[config.mk]
export PLATFORM = sky130hd
export DESIGN_NAME = sc_dot_product_acc
export DESIGN_NICKNAME = d
export VERILOG_FILES = /design/src/rtl/sc_pkg.sv /design/src/rtl/sc_lfsr_sel.sv /design/src/rtl/sc_dot_product_acc.sv
export SDC_FILE = /design/constraint.sdc
export NUM_CORES = 1
export LEC_CHECK = 0
export BUFFER_PORTS_ARGS = -buffer_cell sky130_fd_sc_hd__buf_2
export CORE_AREA = 2 2 93 95
export DETAILED_ROUTE_END_ITERATION = 10
export DIE_AREA = 0 0 95 97
export SLEW_MARGIN = 10
export SYNTH_ARGS = -nofsm -noshare
export SYNTH_HDL_FRONTEND = slang
export SYNTH_SLANG_ARGS = --single-unit
[constraint.sdc]
create_clock -name clk_i -period 2.4 [get_ports clk_i]
set_clock_uncertainty 0.2 [all_clocks]
set_input_delay 0.12 -clock clk_i [delete_from_list [all_inputs] [get_ports clk_i]]
set_output_delay 0.12 -clock clk_i [all_outputs]
set_load 0.01 [all_outputs]
[src/rtl/sc_pkg.sv]
// Shared types and constants for the stochastic dot-product accumulator:
// window FSM states, LFSR tap mask/seed and an elaboration-time clog2.
package sc_pkg;

  typedef enum logic [1:0] {
    ST_IDLE  = 2'd0,
    ST_RUN   = 2'd1,
    ST_DRAIN = 2'd2,
    ST_DONE  = 2'd3
  } sc_state_e;

  // Fibonacci taps 16,14,13,11 expressed as a mask on bits [15:0]
  localparam logic [15:0] LFSR_TAPS         = 16'hB400;
  localparam logic [15:0] LFSR_SEED_DEFAULT = 16'hACE1;

  function automatic int unsigned clog2_f(input int unsigned v);
    int unsigned r;
    int unsigned x;
    r = 0;
    x = 1;
    while (x < v) begin
      x = x << 1;
      r = r + 1;
    end
    return r;
  endfunction

endpackage

[src/rtl/sc_lfsr_sel.sv]
// Shared 16-bit Fibonacci LFSR producing the registered product-lane select.
// Reloads the seed at every window start so results are reproducible.
module sc_lfsr_sel
  import sc_pkg::*;
#(
  parameter logic [15:0] SEED  = LFSR_SEED_DEFAULT,
  parameter int          SEL_W = 2
) (
  input  logic             clk_i,
  input  logic             rst_i,
  input  logic             load_i,
  input  logic             en_i,
  output logic [SEL_W-1:0] sel_o
);

  logic [15:0]      lfsr_q, lfsr_d;
  logic [SEL_W-1:0] sel_q, sel_d;

  always_comb begin
    lfsr_d = lfsr_q;
    sel_d  = sel_q;
    if (load_i) begin
      lfsr_d = SEED;
    end else if (en_i) begin
      // select is taken from the value before the step
      sel_d  = lfsr_q[SEL_W-1:0];
      lfsr_d = {lfsr_q[14:0], ^(lfsr_q & LFSR_TAPS)};
    end
  end

  always_ff @(posedge clk_i or posedge rst_i) begin
    if (rst_i) begin
      lfsr_q <= SEED;
      sel_q  <= '0;
    end else begin
      lfsr_q <= lfsr_d;
      sel_q  <= sel_d;
    end
  end

  assign sel_o = sel_q;

endmodule

[src/rtl/sc_dot_product_acc.sv]
// Multi-channel stochastic dot product: per accepted bit each channel forms
// AND/XNOR products, picks one lane by shared LFSR select and counts ones.
module sc_dot_product_acc
  import sc_pkg::*;
#(
  parameter int          LENGTH      = 4,
  parameter int          CHANNELS    = 2,
  parameter int          STREAM_BITS = 8,
  parameter logic [15:0] SEED        = LFSR_SEED_DEFAULT
) (
  input  logic                                clk_i,
  input  logic                                rst_i,
  input  logic                                start_i,
  input  logic                                bipolar_i,
  input  logic                                in_valid_i,
  input  logic [LENGTH-1:0]                   data_i,
  input  logic [CHANNELS*LENGTH-1:0]          weights_i,
  output logic                                busy_o,
  output logic                                stream_valid_o,
  output logic [CHANNELS-1:0]                 result_stream_o,
  output logic                                done_o,
  output logic [CHANNELS*(STREAM_BITS+1)-1:0] count_o
);

  localparam int SEL_W = int'(clog2_f(LENGTH));
  localparam int CW    = STREAM_BITS + 1;

  if ((LENGTH < 2) || ((LENGTH & (LENGTH - 1)) != 0)) begin : g_bad_length
    $error("sc_dot_product_acc: LENGTH must be a power of two >= 2");
  end
  if (SEED == 16'h0000) begin : g_bad_seed
    $error("sc_dot_product_acc: SEED must be nonzero");
  end

  sc_state_e              state_q, state_d;
  logic                   mode_q, mode_d;
  logic [STREAM_BITS-1:0] bitcnt_q, bitcnt_d;
  logic                   prod_vld_q;
  logic [SEL_W-1:0]       sel_q;
  logic                   start_ok;
  logic                   accept;
  logic                   last_accept;

  assign start_ok    = (state_q == ST_IDLE) && start_i;
  assign accept      = (state_q == ST_RUN) && in_valid_i;
  assign last_accept = accept && (bitcnt_q == '0);

  always_comb begin
    state_d  = state_q;
    mode_d   = mode_q;
    bitcnt_d = bitcnt_q;
    busy_o   = 1'b0;
    done_o   = 1'b0;
    case (state_q)
      ST_IDLE: begin
        if (start_i) begin
          state_d  = ST_RUN;
          mode_d   = bipolar_i;
          bitcnt_d = '1;
        end
      end
      ST_RUN: begin
        busy_o = 1'b1;
        if (accept) begin
          bitcnt_d = bitcnt_q - 1'b1;
          if (last_accept) state_d = ST_DRAIN;
        end
      end
      ST_DRAIN: begin
        busy_o  = 1'b1;
        state_d = ST_DONE;
      end
      ST_DONE: begin
        done_o  = 1'b1;
        state_d = ST_IDLE;
      end
      default: state_d = ST_IDLE;
    endcase
  end

  always_ff @(posedge clk_i or posedge rst_i) begin
    if (rst_i) begin
      state_q    <= ST_IDLE;
      mode_q     <= 1'b0;
      bitcnt_q   <= '0;
      prod_vld_q <= 1'b0;
    end else begin
      state_q    <= state_d;
      mode_q     <= mode_d;
      bitcnt_q   <= bitcnt_d;
      prod_vld_q <= accept;
    end
  end

  sc_lfsr_sel #(
    .SEED  (SEED),
    .SEL_W (SEL_W)
  ) u_lfsr_sel (
    .clk_i  (clk_i),
    .rst_i  (rst_i),
    .load_i (start_ok),
    .en_i   (accept),
    .sel_o  (sel_q)
  );

  assign stream_valid_o = prod_vld_q;

  for (genvar c = 0; c < CHANNELS; c++) begin : g_ch
    logic [LENGTH-1:0] w_c;
    logic [LENGTH-1:0] prod_q, prod_d;
    logic [CW-1:0]     count_q, count_d;
    logic              bit_c;

    assign w_c   = weights_i[c*LENGTH +: LENGTH];
    assign bit_c = prod_vld_q & prod_q[sel_q];

    always_comb begin
      prod_d  = prod_q;
      count_d = count_q;
      if (accept) prod_d = mode_q ? ~(data_i ^ w_c) : (data_i & w_c);
      // a full window of ones is exactly 2^STREAM_BITS, which fits in CW bits
      if (start_ok)        count_d = '0;
      else if (prod_vld_q) count_d = count_q + CW'(bit_c);
    end

    always_ff @(posedge clk_i or posedge rst_i) begin
      if (rst_i) begin
        prod_q  <= '0;
        count_q <= '0;
      end else begin
        prod_q  <= prod_d;
        count_q <= count_d;
      end
    end

    assign result_stream_o[c]    = bit_c;
    assign count_o[c*CW +: CW]   = count_q;
  end

endmodule

After elaboration in Yosys (flattened, before gate mapping)
Cells that the tools add are included.
{"block": "totals", "ff_bits": 56, "inputBits": 17, "out_inout_bits": 23, "elab_cells": 64}
{"block": "op_classes", "addsub": 3, "order_cmp": 1, "n_eq_ne": 6, "n_mux": 21, "bitwise_logic": 9, "reduce_logical": 14}
{"op": "9-bit two-way mux", "n": 4}
{"op": "16-bit two-way mux", "n": 2}
{"op": "9-bit by 1-bit adder with 9-bit output", "n": 2}
{"op": "8-bit two-way mux", "n": 2}
{"op": "8-bit case mux with 2 select lines", "n": 1}
{"op": "16-bit XOR reduction", "n": 1}
{"op": "4-bit AND", "n": 2}
{"op": "8-bit logical NOT", "n": 1}
{"op": "4-bit two-way mux", "n": 2}
{"op": "4-bit inverter", "n": 2}
{"op": "2-bit case mux with 4 select lines", "n": 1}
{"op": "8-bit by 1-bit subtractor with 8-bit output, second input constant", "n": 1}
{"op": "4-bit bitwise XOR", "n": 2}
{"op": "2-bit two-way mux", "n": 3}
{"op": "2-bit inequality test, second input constant", "n": 3}
{"op": "3-bit AND reduction", "n": 2}
{"op": "2-bit nonzero test", "n": 3}
{"op": "1-bit binary-select mux with 2-bit select", "n": 2}
{"op": "2-bit equality test, second input constant", "n": 2}
{"op": "1-bit two-way mux", "n": 4}
{"op": "2-bit AND reduction", "n": 2}
{"op": "1-bit logical AND", "n": 3}
{"op": "2-bit by 3-bit < comparator with 1-bit output, second input constant", "n": 1}
{"op": "1-bit AND", "n": 2}
{"op": "4 further kinds", "n": 4}

Depth between registers and ports, before layout
{"block": "logic_depth", "ltp_word": 6, "mapped_depth": 8, "ltp_nobuf": 8}

By module
A second synthesis with hierarchy kept.
{"block": "hier_totals", "hier_cells": 263, "area_unflattened_um2": 2890.3}
{"mod": "sc_dot_product_acc", "instances": 1, "cells_per_inst": 202, "area_per_inst_um2": 2089.5, "seq_area_each_um2": 950.9}
{"mod": "sc_lfsr_sel", "instances": 1, "cells_per_inst": 61, "area_per_inst_um2": 800.8, "seq_area_each_um2": 460.4}

Worst setup path before layout
No wires, ideal clock.
{"block": "synth_timing", "kind": "register -> register", "from": "reg prod_vld_q (netlist: stream_valid_o)", "to": "reg g_ch[0].count_q[6]", "setup_time_ns": 0.078, "arrival_ns": 1.878, "t_required_ns": 2.122, "slack_ns": 0.244, "path_stages_with_launch": 8, "path_buffers": 1, "synth_period_minus_slack_ns": 2.156, "path_cell_list": "dfrtp_1 -> buf_1 -> and2_1 -> ha_1 -> ha_1 -> nand3_1 -> or3_1 -> a21oi_1"}
{"block": "synth_between", "elab_chain_len": 4, "word_cells_on_any_way": 5, "cone_classes": "1 x add/sub; 2 x mux; 1 x bitwise; 1 x reduce/logical"}
{"element": "from (decl)", "line_no": "sc_dot_product_acc.sv:38", "rtl": "logic prod_vld_q;"}
{"element": "from (signal assigned)", "line_no": "sc_dot_product_acc.sv:91", "rtl": "prod_vld_q <= accept;"}
{"element": "1-bit AND", "line_no": "sc_dot_product_acc.sv:115", "rtl": "assign bit_c = prod_vld_q & prod_q[sel_q];"}
{"element": "named net g_ch[0].bit_c", "line_no": "sc_dot_product_acc.sv:112", "rtl": "logic bit_c;"}
{"element": "9-bit by 1-bit adder with 9-bit output", "line_no": "sc_dot_product_acc.sv:123", "rtl": "else if (prod_vld_q) count_d = count_q + CW'(bit_c);"}
{"element": "9-bit two-way mux", "line_no": "sc_dot_product_acc.sv:123"}
{"element": "9-bit two-way mux", "line_no": "sc_dot_product_acc.sv:122", "rtl": "if (start_ok) count_d = '0;"}
{"element": "to (signal assigned)", "line_no": "sc_dot_product_acc.sv:132", "rtl": "count_q <= count_d;"}
{"element": "to (decl)", "line_no": "sc_dot_product_acc.sv:111", "rtl": "logic [CW-1:0] count_q, count_d;"}
The timed path passes the listed nets, and every way through them passes these cells. The select of a mux whose other input is x is not followed.
A chain may end at the register's enable or synchronous reset.

Worst setup path after layout
{"block": "layout_timing", "from": "reg u_lfsr_sel.sel_q[0] (netlist: u_lfsr_sel.sel_o[0])", "to": "reg g_ch[1].count_q[8]"}
{"block": "layout_between", "elab_chain_len": 6}
{"element": "from (decl)", "line_no": "sc_lfsr_sel.sv:17", "rtl": "logic [SEL_W-1:0] sel_q, sel_d;"}
{"element": "from (signal assigned)", "line_no": "sc_lfsr_sel.sv:37", "rtl": "sel_q <= sel_d;"}
{"element": "1-bit binary-select mux with 2-bit select", "line_no": "sc_dot_product_acc.sv:115"}
{"element": "1-bit two-way mux (implied by the code)", "line_no": "sc_dot_product_acc.sv:115"}
{"element": "1-bit AND", "line_no": "sc_dot_product_acc.sv:115"}
{"element": "9-bit by 1-bit adder with 9-bit output", "line_no": "sc_dot_product_acc.sv:123"}
{"element": "9-bit two-way mux", "line_no": "sc_dot_product_acc.sv:123"}
{"element": "9-bit two-way mux", "line_no": "sc_dot_product_acc.sv:122"}
{"element": "to (signal assigned)", "line_no": "sc_dot_product_acc.sv:132"}
{"element": "to (decl)", "line_no": "sc_dot_product_acc.sv:111"}
No other way between the ends. The select of a mux whose other input is x is not followed.

==> metrics.csv <==
metric;value;unit
placed cell area;3200;um2
final worst-path cycle share;0.917;
GP Congestion;0.740;
post-synthesis sequential area ratio;0.491;
most frequent cells in the layout;59 x nand2_1, 48 x dfrtp_1, 39 x buf_2, 21 x nor2_1, 19 x ha_1;
Non-Filler Instances;442;
Tmin final;2200;ps
transition time of the tightest slew-check pin;549;ps
Power per Cell Area;923;nW/um2
Slew HR;0.624;
final core occ;0.411;
CTS clk-pin slew, worst paths;110;ps
Synth Area per Inst;9.85;um2
initial antenna violation count;0;
Clk Latency, worst-skew pair;310;ps
clk root buf;clkbuf_8;
clock buffer depth;2;
Resized cells post-CTS;0;
commonest non-fill, non-tap cell in the layout;nand2_1;
DR vias/cell;4.77;
Primary FF master, synth;dfrtp_1;
switching power of the nets;0.00111;W
status;finished clean;
Async SR Flop Fraction;1.00;
Crit Path Category;reg -> reg;
Hold Crit Endpoint;g_ch[1].prod_q[0]$_DFFE_PP0P_;
Slew Viols, Final;0;
H-tree levels;2;
leakage;1.58;nW
RSZ-0062 raised after global routing;no;
setup slack, reg-to-reg;200;ps
CTS tree;done;
Post-synth EDFFs;0;
Max VDD drop;0.313;mV
post-route cell area;3340;um2
Detail Route Antenna Nets;0;
register bit total from synthesis;56;
Worst Path Arrival;2200;ps
setup TNS;0;ps
synth warn;0;
Sequential Power Share;0.482;
Iter 0 DRT Violations;41;
Nets;372;
Clock power frac;0.175;
Post-Place Cells;429;
pin count of the biggest net entering global routing;57;
Unique masters post-synth;36;
R2R Path End;g_ch[1].count_q[8]$_DFFE_PP0P_;
Max Fclk;454;MHz
Post-Syn Instances;292;
max-cap violations;0;
vias in the first global route;2015;
Detail Placement HPWL;3740;um
row cnt;33;
Reg-to-Reg Start;u_lfsr_sel.sel_o[0]$_DFFE_PP0P_;
multi-input logic area;1360;um2
# setup viols final;0;
Worst setup SP type;flop;
core area;8130;um2
IO Pins;40;
final WL;5250;um
Num CTS Buffers;5;
P_int;0.00197;W
layout cell share with drive strength beyond 1;0.214;
routed vias;2110;
Antenna diodes;0;
crit end category;flop;
combinational power share;0.344;
Area growth syn-to-layout;16.2;%
Die Ht;97;um
Fillers;797;
DIE AREA;9220;um2
Hold Path Cell Cnt;4;
first-pass GRT wire length;9030;um
Pre-Repair DR Iteration Count;4;
Mapped Area;2880;um2
# port buffers;39;
routed len/inst;11.9;um
Initial Util;0.353;
Worst Reg-to-Reg Cells;8;
CP Data Required Time;2400;ps
gr ovfl total;0;
Syn Nets;328;
Final Hold Vio Count;0;
crit path max fanout;3;
sequential cell area;1410;um2
Worst Hold Class;in -> reg;
DIE WIDTH;95;um
hold_sp;weights_i[4];
CTS Sinks;56;
DRC;0;
Switching Share;0.361;
GRT Resource Usage Total;0.121;
## how the worst max path moves through the flow
stage / to / from / slack, ps / cells after the start
global placement: g_ch[0].count_q[8]$_DFFE_PP0P_ / u_lfsr_sel.sel_o[0]$_DFFE_PP0P_ / 240 / 8
finish: g_ch[1].count_q[8]$_DFFE_PP0P_ / u_lfsr_sel.sel_o[0]$_DFFE_PP0P_ / 200 / 8
floorplan: g_ch[0].count_q[6]$_DFFE_PP0P_ / stream_valid_o$_DFF_PP0_ / 240 / 7
CTS: g_ch[0].count_q[8]$_DFFE_PP0P_ / u_lfsr_sel.sel_o[0]$_DFFE_PP0P_ / 180 / 8
detailed placement: g_ch[0].count_q[8]$_DFFE_PP0P_ / u_lfsr_sel.sel_o[0]$_DFFE_PP0P_ / 200 / 8
global route: g_ch[0].count_q[8]$_DFFE_PP0P_ / u_lfsr_sel.sel_o[0]$_DFFE_PP0P_ / 50 / 8
## state kept, by name, summed over array words and instances, names as in the netlist
signal,count
u_lfsr_sel.sel_o,2
state_q,2
mode_q,1
u_lfsr_sel.lfsr_q,16
stream_valid_o,1
g_ch.prod_q,8
g_ch.count_q,18
bitcnt_q,8
## layer usage
metal  global-route usage  wire (um)
met2                0.196       2380
met1                0.158       2600
met4               0.0424         72
met5                    0          0
met3               0.0265        200
## cells by family (layout without fill, tap and decap cells)
family / after synthesis / after routing / share of synthesized area
simple gates: 122 / 122 / 0.200
flops: 56 / 56 / 0.491
compound gates: 36 / 36 / 0.0675
buf+inv: 25 / 70 / 0.0370
fa+ha+maj: 19 / 19 / 0.0827
mux: 18 / 18 / 0.0731
xor+xnor: 16 / 16 / 0.0487
## cell usage after synthesis (2+ instances only)
| cell type | number | area share |
|---|---|---|
| a21oi_1 | 14 | 0.024 |
| a22oi_1 | 2 | 0.0052 |
| and2_1 | 3 | 0.0065 |
| buf_1 | 3 | 0.0039 |
| buf_2 | 4 | 0.0070 |
| buf_4 | 2 | 0.0052 |
| clkbuf_1 | 4 | 0.0052 |
| dfrtp_1 | 48 | 0.42 |
| dfstp_2 | 8 | 0.073 |
| ha_1 | 19 | 0.083 |
| inv_1 | 11 | 0.014 |
| mux2_2 | 4 | 0.016 |
| mux2i_1 | 12 | 0.042 |
| mux4_2 | 2 | 0.016 |
| nand2_1 | 59 | 0.077 |
| nand2b_1 | 2 | 0.0044 |
| nand3_1 | 14 | 0.024 |
| nand4_1 | 4 | 0.0087 |
| nor2_1 | 21 | 0.027 |
| nor2b_1 | 2 | 0.0044 |
| nor3_1 | 6 | 0.010 |
| o21ai_0 | 17 | 0.030 |
| or3_1 | 4 | 0.0087 |
| xnor2_1 | 9 | 0.027 |
| xor2_1 | 7 | 0.021 |
## power by group through the flow
stage / Combinational, W / Clock [W] / Sequential, W
detailed placement: 0.00107 / 0 / 0.00151
global route: 0.00121 / 0.000605 / 0.00153
finish: 0.00106 / 0.000539 / 0.00149
CTS: 0.00108 / 0.000560 / 0.00149
global placement: 0.00104 / 0 / 0.00150
floorplan: 0.000840 / 0 / 0.00144
## area by class of cell
type	instances	area share
well taps	105	0.0393
repair buffers	50	0.0906
clock buffers	5	0.0206
clock inverters	3	0.00749
multi-input cells	211	0.406
flip-flops and latches	56	0.422
inverters	12	0.0135
## per-stage QoR
step / hold WS [ps] / setup slack (ps) / total power, W
2_1_floorplan: 25.4 / 244 / 0.00228
3_3_place_gp: -0.364 / 242 / 0.00254
3_5_place_dp: -0.505 / 204 / 0.00257
4_1_cts: 16.2 / 182 / 0.00313
5_1_grt: 35.3 / 49.6 / 0.00334
6_report: 15.7 / 199 / 0.00308
## critical path, stage by stage (launching register included)
cell	delay [ps]
dfrtp_1	420
mux4_2	500
and2_1	180
ha_1	200
ha_1	210
nand3_1	120
nor3_1	80
xnor2_1	130
nor2_1	50
## timing repair
action                                 4_1_cts  5_1_grt
hold buffers                                 5        0
buffers inserted                             0        0
endpoints found under the hold margin       60        0
No activity file was read; power rests on OpenSTA's default activity.
